==> src/rtl/machine_timer.sv <==
// machine_timer: memory-mapped RISC-V machine timer (mtime / mtimecmp).
// A 64-bit mtime advances on prescaler ticks while run && count_en, and a
// registered level timeout is raised whenever mtime >= mtimecmp.
// Optional build macro TIMER_CMP_ATOMIC_EN: a write to mtimecmp_lo masks the
// compare until the matching mtimecmp_hi write, so a half-updated compare
// value never fires.

`ifndef size_X_LEN
`define size_X_LEN 32
`endif

module machine_timer #(
  parameter int PRESCALE_DIV = 1,
  parameter int ADDR_W       = 5
) (
  input  logic                   clk,
  input  logic                   reset,
  input  logic                   count_en,
  input  logic                   wr_en,
  input  logic [ADDR_W-1:0]      wr_addr,
  input  logic [`size_X_LEN-1:0] wr_data,
  input  logic                   rd_en,
  input  logic [ADDR_W-1:0]      rd_addr,
  output logic [`size_X_LEN-1:0] rd_data,
  output logic                   rd_valid,
  output logic                   timer_timeout
);

  localparam int XLEN   = `size_X_LEN;
  localparam int WORD_W = ADDR_W - 2;

  localparam logic [15:0]       PRE_LAST     = 16'(PRESCALE_DIV - 1);
  localparam logic [WORD_W-1:0] A_MTIME_LO   = WORD_W'(0);
  localparam logic [WORD_W-1:0] A_MTIME_HI   = WORD_W'(1);
  localparam logic [WORD_W-1:0] A_MTIMECMP_LO = WORD_W'(2);
  localparam logic [WORD_W-1:0] A_MTIMECMP_HI = WORD_W'(3);
  localparam logic [WORD_W-1:0] A_CTRL       = WORD_W'(4);

  logic [63:0]     r_mtime;
  logic [63:0]     r_mtimecmp;
  logic            r_run;
  logic [15:0]     r_pre;
  logic            r_timeout;
  logic [XLEN-1:0] r_rd_data;
  logic            r_rd_valid;

  logic [WORD_W-1:0] w_wr_word;
  logic [WORD_W-1:0] w_rd_word;
  logic              w_wr_mtime_lo;
  logic              w_wr_mtime_hi;
  logic              w_wr_cmp_lo;
  logic              w_wr_cmp_hi;
  logic              w_wr_ctrl;
  logic              w_en;
  logic              w_tick;
  logic [63:0]       w_mtime_nxt;
  logic              w_hit;
  logic [XLEN-1:0]   w_rd_mux;
  logic              w_unused_addr_lsb;

  // Byte offsets select a word; the two low address bits carry no meaning.
  assign w_wr_word         = wr_addr[ADDR_W-1:2];
  assign w_rd_word         = rd_addr[ADDR_W-1:2];
  assign w_unused_addr_lsb = ^{wr_addr[1:0], rd_addr[1:0]};

  assign w_wr_mtime_lo = wr_en && (w_wr_word == A_MTIME_LO);
  assign w_wr_mtime_hi = wr_en && (w_wr_word == A_MTIME_HI);
  assign w_wr_cmp_lo   = wr_en && (w_wr_word == A_MTIMECMP_LO);
  assign w_wr_cmp_hi   = wr_en && (w_wr_word == A_MTIMECMP_HI);
  assign w_wr_ctrl     = wr_en && (w_wr_word == A_CTRL);

  assign w_en   = r_run && count_en;
  assign w_tick = w_en && (r_pre == PRE_LAST);

  // Full 64-bit increment from the old value; a half-write below replaces
  // only its own half, so the other half still takes the carry.
  assign w_mtime_nxt = w_tick ? (r_mtime + 64'd1) : r_mtime;

  // Prescale counter: advances while enabled, wraps on tick, holds otherwise.
  always_ff @(posedge clk or posedge reset) begin
    if (reset) begin
      r_pre <= '0;
    end else if (w_wr_ctrl || w_tick) begin
      r_pre <= '0;
    end else if (w_en) begin
      r_pre <= r_pre + 16'd1;
    end
  end

  // mtime: tick increment with per-half software override.
  always_ff @(posedge clk or posedge reset) begin
    if (reset) begin
      r_mtime <= '0;
    end else begin
      r_mtime[31:0]  <= w_wr_mtime_lo ? wr_data[31:0] : w_mtime_nxt[31:0];
      r_mtime[63:32] <= w_wr_mtime_hi ? wr_data[31:0] : w_mtime_nxt[63:32];
    end
  end

  // mtimecmp and ctrl.run software registers.
  always_ff @(posedge clk or posedge reset) begin
    if (reset) begin
      r_mtimecmp <= '1;
      r_run      <= 1'b0;
    end else begin
      if (w_wr_cmp_lo) r_mtimecmp[31:0]  <= wr_data[31:0];
      if (w_wr_cmp_hi) r_mtimecmp[63:32] <= wr_data[31:0];
      if (w_wr_ctrl)   r_run             <= wr_data[0];
    end
  end

`ifdef TIMER_CMP_ATOMIC_EN
  logic r_cmp_pending;

  // Track a low-half compare write that still awaits its high half.
  always_ff @(posedge clk or posedge reset) begin
    if (reset) begin
      r_cmp_pending <= 1'b0;
    end else if (w_wr_cmp_hi) begin
      r_cmp_pending <= 1'b0;
    end else if (w_wr_cmp_lo) begin
      r_cmp_pending <= 1'b1;
    end
  end

  assign w_hit = (r_mtime >= r_mtimecmp) && !r_cmp_pending;
`else
  assign w_hit = (r_mtime >= r_mtimecmp);
`endif

  // Timeout is a registered level of the current compare result.
  always_ff @(posedge clk or posedge reset) begin
    if (reset) begin
      r_timeout <= 1'b0;
    end else begin
      r_timeout <= w_hit;
    end
  end

  // Read mux over the pre-edge register values (read-during-write sees old data).
  always_comb begin
    w_rd_mux = '0;
    case (w_rd_word)
      A_MTIME_LO:    w_rd_mux = r_mtime[31:0];
      A_MTIME_HI:    w_rd_mux = r_mtime[63:32];
      A_MTIMECMP_LO: w_rd_mux = r_mtimecmp[31:0];
      A_MTIMECMP_HI: w_rd_mux = r_mtimecmp[63:32];
      A_CTRL:        w_rd_mux = {{(XLEN-1){1'b0}}, r_run};
      default:       w_rd_mux = '0;
    endcase
  end

  // Registered read port with one-cycle valid strobe.
  always_ff @(posedge clk or posedge reset) begin
    if (reset) begin
      r_rd_data  <= '0;
      r_rd_valid <= 1'b0;
    end else begin
      r_rd_valid <= rd_en;
      if (rd_en) r_rd_data <= w_rd_mux;
    end
  end

  assign rd_data       = r_rd_data;
  assign rd_valid      = r_rd_valid;
  assign timer_timeout = r_timeout;

endmodule

==> config.mk <==
export PLATFORM = sky130hd
export DESIGN_NAME = machine_timer
export DESIGN_NICKNAME = d
export VERILOG_FILES = /design/src/rtl/machine_timer.sv
export SDC_FILE = /design/constraint.sdc
export NUM_CORES = 1
export LEC_CHECK = 0
export CORE_ASPECT_RATIO = 0.9
export CORE_MARGIN = 1.5
export CORE_UTILIZATION = 50
export DETAILED_ROUTE_END_ITERATION = 7
export HOLD_SLACK_MARGIN = 0.1
export PLACE_DENSITY = 0.71
export SYNTH_ARGS = -nofsm -noshare
export SYNTH_HDL_FRONTEND = slang
export SYNTH_SLANG_ARGS = --single-unit
==> constraint.sdc <==
create_clock -name clk -period 7.75 [get_ports clk]
set_input_delay 1.9375 -clock clk [delete_from_list [all_inputs] [get_ports clk]]
set_output_delay 1.9375 -clock clk [all_outputs]
set_load 0.02 [all_outputs]
==> results of run 1 <==
==> metrics by stage <==
step / hold WS, ps / power (mW) / utilization [%]
final: 511 / 2.96 / 58.4
after global routing: 540 / 3.14 / 58.4
after CTS: 514 / 2.97 / 58.4
after detailed placement: 503 / 2.10 / 55.5
after global placement: 500 / 2.06 / 55.5
after floorplan: 487 / 1.83 / -
==> state kept, by name, indices dropped and copies added, names as in the netlist <==
name	count
r_mtime	64
r_mtimecmp	64
r_pre	16
r_run	1
rd_data	32
rd_valid	1
timer_timeout	1
==> cell usage after synthesis (3+ instances only) <==
master and count:
mux2_2 34, buf_2 9, nor4_2 3, o21ai_0 85
a21o_1 11, o22ai_1 31, and3_1 17, o211ai_1 4
buf_4 4, a221oi_1 32, clkbuf_1 44, nor3b_1 3
nand4_1 46, nand2_1 118, nand3_1 39, inv_1 103
and2_1 11, xnor2_1 22, nor3_1 18, xor2_1 49
o31ai_1 3, nor2_1 36, o21ai_1 5, and4_1 15
dfrtp_1 115, a211oi_1 4, dfstp_2 64, or4_1 6
a21oi_1 32, a22o_1 33, nor4_1 9, ha_1 67
==> logic make-up (layout without fill, tap and decap cells) <==
family / after synthesis / in the layout / synth area share (%)
and+or+nand+nor: 339 / 339 / 17.1
AOI/OAI and AO/OA: 249 / 249 / 15.4
DFF: 179 / 179 / 43.5
buffers and inverters: 162 / 225 / 6.06
xor gates and xnor gates: 71 / 71 / 5.93
adders and majority gates: 67 / 67 / 8.00
muxes: 37 / 37 / 4.06
==> final cells by class <==
| type | count | area, µm² | area share, % |
|---|---|---|---|
| inverter | 103 | 392 | 3.24 |
| multi-input combinational | 763 | 5320 | 44.1 |
| tap | 286 | 358 | 2.96 |
| clock buffer | 25 | 485 | 4.02 |
| clock inverter | 7 | 100 | 0.828 |
| sequential | 179 | 4560 | 37.7 |
| timing repair buffer | 90 | 866 | 7.17 |
==> path summary, 6_finish.rpt <==
path | endpoint | startpoint | slack, ps
min in group asynchronous | rd_data[31] | reset | 1890
worst min-delay path | r_mtimecmp[31] | r_mtimecmp[31] | 510
worst max register to register | r_mtime[52] | r_pre[3] | 4580
worst min register to register | r_mtimecmp[31] | r_mtimecmp[31] | 510
worst max-delay path | r_mtime[52] | count_en | 3190
max in group asynchronous | rd_data[15] | reset | 4520
==> power by group through the flow <==
| stage | logic (mW) | registers, mW | clock network (mW) |
|---|---|---|---|
| floorplan | 0.504 | 1.32 | 0 |
| global placement | 0.706 | 1.36 | 0 |
| detailed placement | 0.735 | 1.36 | 0 |
| CTS | 0.742 | 1.35 | 0.884 |
| global route | 0.842 | 1.38 | 0.917 |
| finish | 0.739 | 1.35 | 0.868 |
==> worst register-to-register path, stage by stage, from the launching register on <==
cell,delay [ps]
dfrtp_1,410
nor4_1,530
and3_1,360
and3_1,900
nand3_1,430
o211ai_1,300
o211ai_1,110
==> metal layers <==
| layer | global-route usage, % | share of wire, % | vias up |
|---|---|---|---|
| met1 | 38.7 | 47 | 4158 |
| met5 | 0 | 0 | - |
| li1 | - | - | 4062 |
| met4 | 6.82 | 1.4 | 0 |
| met3 | 4.42 | 6.5 | 29 |
| met2 | 41.0 | 45 | 311 |
==> results_dict.tcl, run 1 <==
set metrics [dict create \
    drc 0 \
    finalSetupTns_ps 0 \
    grt_overflow 0 \
    fin_ws_ps 3190 \
    drive_gt1_share_pct 13.5 \
    nNetsFinal 1268 \
    seqPwrFrac_pct 45.7 \
    cts-root-buf "clkbuf_16" \
    hold_path.class "reg2reg" \
    cp.depth 7 \
    p_clk_share_pct 29.3 \
    hold_viol 0 \
    placementRows 50 \
    clkTransAtPathRegs_ps 60 \
    syn-cell-area_um2 10500 \
    wirelength_mm 27.2 \
    io_pins 81 \
    insertedDiodeCount 0 \
    cp_slowest_cell "and3_1" \
    min_period_ps 4560 \
    syn_area_per_cell_um2 9.49 \
    area_growth_syn_to_layout_pct 15.3 \
    cts_max_path_buffers 2 \
    viasPerCell 5.89 \
    tightest_slew_ps 1270 \
    crit_type "in2reg" \
    instances_no_fill 1453 \
    start_util_pct 50.6 \
    synth_flop_cell "dfrtp_1" \
    yosys.area.top_type "dfrtp_1" \
    via_count 8560 \
    outcome "complete, no violations" \
    cts_resized 0 \
    insertion_delay_ps 440 \
    ant_nets 0 \
    switchingPower_mw 0.967 \
    yosys_warnings 0 \
    cp.arrival_ps 4860 \
    cap_violations 0 \
    path_delay_family "simple AND/OR/NAND/NOR gates" \
    yosysUniqueCellTypes 55 \
    slew-limit-headroom_pct 15.1 \
    cts_tree "done" \
    fillers 1769 \
    setup_violations 0 \
    cpPeakStageDelay_ps 890 \
    grt_pass1_vias 8387 \
    cp_cell_sequence "clkdlybuf4s50_1 -> and2_1 -> and3_1 -> and3_1 -> nand3_1 -> o211ai_1 -> o211ai_1" \
    swShare_pct 32.7 \
    cts-buffers-inserted 17 \
    grt_usage_pct 26.5 \
    r2r_cells 6 \
    p_int_mw 1.99 \
    grt_pass1_wl_mm 45.3 \
    peakVddDrop_mv 0.148 \
    fp.dieW_um 156 \
    rsz0062_at_grt "false" \
    cp_max_fo 19 \
    worstHoldPathCells 2 \
    final_cell_mix "nand2_1 (118), dfrtp_1 (115), inv_1 (102)" \
    antenna_found_initial 0 \
    dp.cells 1421 \
    p_leak_nw 4.95 \
    wire_per_inst_um 18.7 \
    synthCells 1104 \
    die_h_um 140 \
    startpoint_type "input pin" \
    htreeDepth 4 \
    syn-num-nets 1218 \
    ys_top_cells_by_area "dfrtp_1 (27%), dfstp_2 (16%), ha_1 (8.0%)" \
    gp_congestion 0.861 \
    place.port_buffers 76 \
    dp_hpwl_mm 19.0 \
    postCtsSetupBuffers 0 \
    dr.pass1.iters 5 \
    yosys_register_bits 179 \
    synth-edff-count 0 \
    max_freq_ghz 0.219 \
    power_per_cell_area_nw_per_um2 245 \
    synth_top_area_share_pct 27.5 \
    crit_required_ps 8050 \
    cts_hold_buf 0 \
    crit_buf_inv 1 \
    synthArstFlopShare_pct 100 \
    power_frac_comb_pct 25.0 \
    yosysSeqAreaShare_pct 43.5 \
    fin_crit_sh_pct 58.8 \
    grt_max_degree 78 \
    place_area_um2 11500 \
    drtIter0Drc 732 \
    final_area_um2 12100 \
    place_ws_ps 2810 \
    layout_commonest_cell "nand2_1" \
    fp.coreArea_um2 20700 \
    end_kind "register" \
    clock-sinks 179 \
    fin_skew_ps 14.1 \
    drv_slew 0 \
    die_area_um2 21800 \
]
Note: power is estimated with default switching activity, not from simulation.
==> run 2, diff against run 1 <==
--- a/config.mk
+++ b/config.mk
@@ -10,7 +10,7 @@
 export CORE_UTILIZATION = 50
 export DETAILED_ROUTE_END_ITERATION = 7
 export HOLD_SLACK_MARGIN = 0.1
-export PLACE_DENSITY = 0.71
+export PLACE_DENSITY = 0.74
 export SYNTH_ARGS = -nofsm -noshare
 export SYNTH_HDL_FRONTEND = slang
 export SYNTH_SLANG_ARGS = --single-unit
==> constraint.sdc (replaced) <==
create_clock -name clk -period 3.95 [get_ports clk]
set_input_delay 0.9875 -clock clk [delete_from_list [all_inputs] [get_ports clk]]
set_output_delay 0.9875 -clock clk [all_outputs]
set_load 0.02 [all_outputs]
==> results_dict.tcl, run 2 (synthesis gave the netlist of run 1 again) <==
set metrics [dict create \
    slew-limit-headroom_pct 9.10 \
    setup_violations 0 \
    ff2ff_setup_slack_ps 1100 \
    p_leak_nw 5.03 \
    cts-root-buf "clkbuf_16" \
    r2r_cells 8 \
    min_period_ps 3180 \
    crit_required_ps 4300 \
    peakVddDrop_mv 0.276 \
    grt_max_degree 114 \
    finish.utilization_pct 59.0 \
    outcome "complete, no violations" \
    cts_hold_buf 0 \
    cts-buffers-inserted 17 \
    drc 0 \
    nNetsFinal 1278 \
    finalSetupTns_ps 0 \
    final_cell_mix "nand2_1 (118), dfrtp_1 (115), inv_1 (102)" \
    clock-sinks 179 \
    clkTransAtPathRegs_ps 70 \
    dr.pass1.iters 5 \
    cap_violations 0 \
    fp.dieW_um 156 \
    placementRows 50 \
    holdWs_ps 517 \
    via_count 8770 \
    holdCritStartpoint "r_mtimecmp[19]" \
    drv_slew 0 \
    viasPerCell 5.99 \
    power_per_cell_area_nw_per_um2 488 \
    start_util_pct 50.6 \
    cp_max_fo 17 \
    antenna_found_initial 0 \
    layout_commonest_cell "nand2_1" \
    gp_congestion 0.880 \
    holdPathEnd "r_mtimecmp[19]" \
    ant_nets 0 \
    cp.arrival_ps 3530 \
    area_growth_syn_to_layout_pct 16.6 \
    io_pins 81 \
    r2r_end "timer_timeout" \
    grt_pass1_wl_mm 45.1 \
    fin_skew_ps 8.48 \
    die_h_um 140 \
    wirelength_mm 27.8 \
    drive_gt1_share_pct 14.4 \
    p_total_mw 5.96 \
    crit_type "in2reg" \
    fin_crit_sh_pct 80.5 \
    fp.coreArea_um2 20700 \
    cts_tree "done" \
    grt_overflow 0 \
    hold_path.class "reg2reg" \
    hold_viol 0 \
    insertedDiodeCount 0 \
    dp_hpwl_mm 19.3 \
    startpoint_type "input pin" \
    rsz0062_at_grt "false" \
    r2r_start "r_mtimecmp[15]" \
    die_area_um2 21800 \
    drtIter0Drc 736 \
    cts_resized 0 \
    wire_per_inst_um 19.0 \
    grt_usage_pct 26.5 \
    grt_pass1_vias 8450 \
    cts_max_path_buffers 2 \
    htreeDepth 4 \
    insertion_delay_ps 440 \
    tightest_slew_ps 1360 \
    worstHoldPathCells 2 \
    max_freq_ghz 0.314 \
    postCtsSetupBuffers 0 \
    end_kind "register" \
    place.port_buffers 76 \
]
## run 2: layout make-up
cell class,count,area (µm²)
Clock buffer,23,468
Inverter,103,390
Fill cell,1761,8490
Sequential cell,179,4560
Tap cell,286,358
Multi-Input combinational cell,763,5320
Clock inverter,9,153
Timing Repair Buffer,100,966
## run 2: how the worst max path moves through the flow
stage | from | to | slack [ps] | cells after the start
after floorplan | reset | r_mtime[0] | 720 | 1
after global routing | rd_addr[4] | rd_data[9] | 710 | 6
final | rd_addr[4] | rd_data[9] | 770 | 6
after global placement | rd_addr[4] | rd_data[9] | 380 | 6
after detailed placement | rd_addr[4] | rd_data[9] | 310 | 6
after CTS | rd_addr[4] | rd_data[9] | 750 | 6
## run 2: power breakdown
group / internal, mW / switching [mW] / total [mW]
logic: 0.673 / 0.806 / 1.48
clock network: 1.09 / 0.725 / 1.82
registers: 2.27 / 0.395 / 2.66
total: 4.03 / 1.93 / 5.96
## run 2: worst max-delay path, stage by stage
cell             delay [ps]
clkdlybuf4s50_1         570
nor3b_2                1120
buf_4                   420
a22o_1                  170
a221oi_1                 60
o22ai_1                 180
## run 2: layer usage
metal / track usage [%] / share of wire (%) / vias to the layer above
met5: 0 / 0 / -
met4: 7.57 / 1.5 / 0
met3: 5.14 / 6.6 / 36
met2: 41.0 / 46 / 338
met1: 37.9 / 46 / 4314
li1: - / - / 4082
## run 2: stage by stage
step / setup slack, ps / cells / area (µm²)
after global routing: 708 / 1463 / 12200
after CTS: 753 / 1463 / 12200
final: 768 / 1463 / 12200
after floorplan: 720 / 1104 / 10500
after detailed placement: 309 / 1431 / 11600
after global placement: 383 / 1431 / 11600
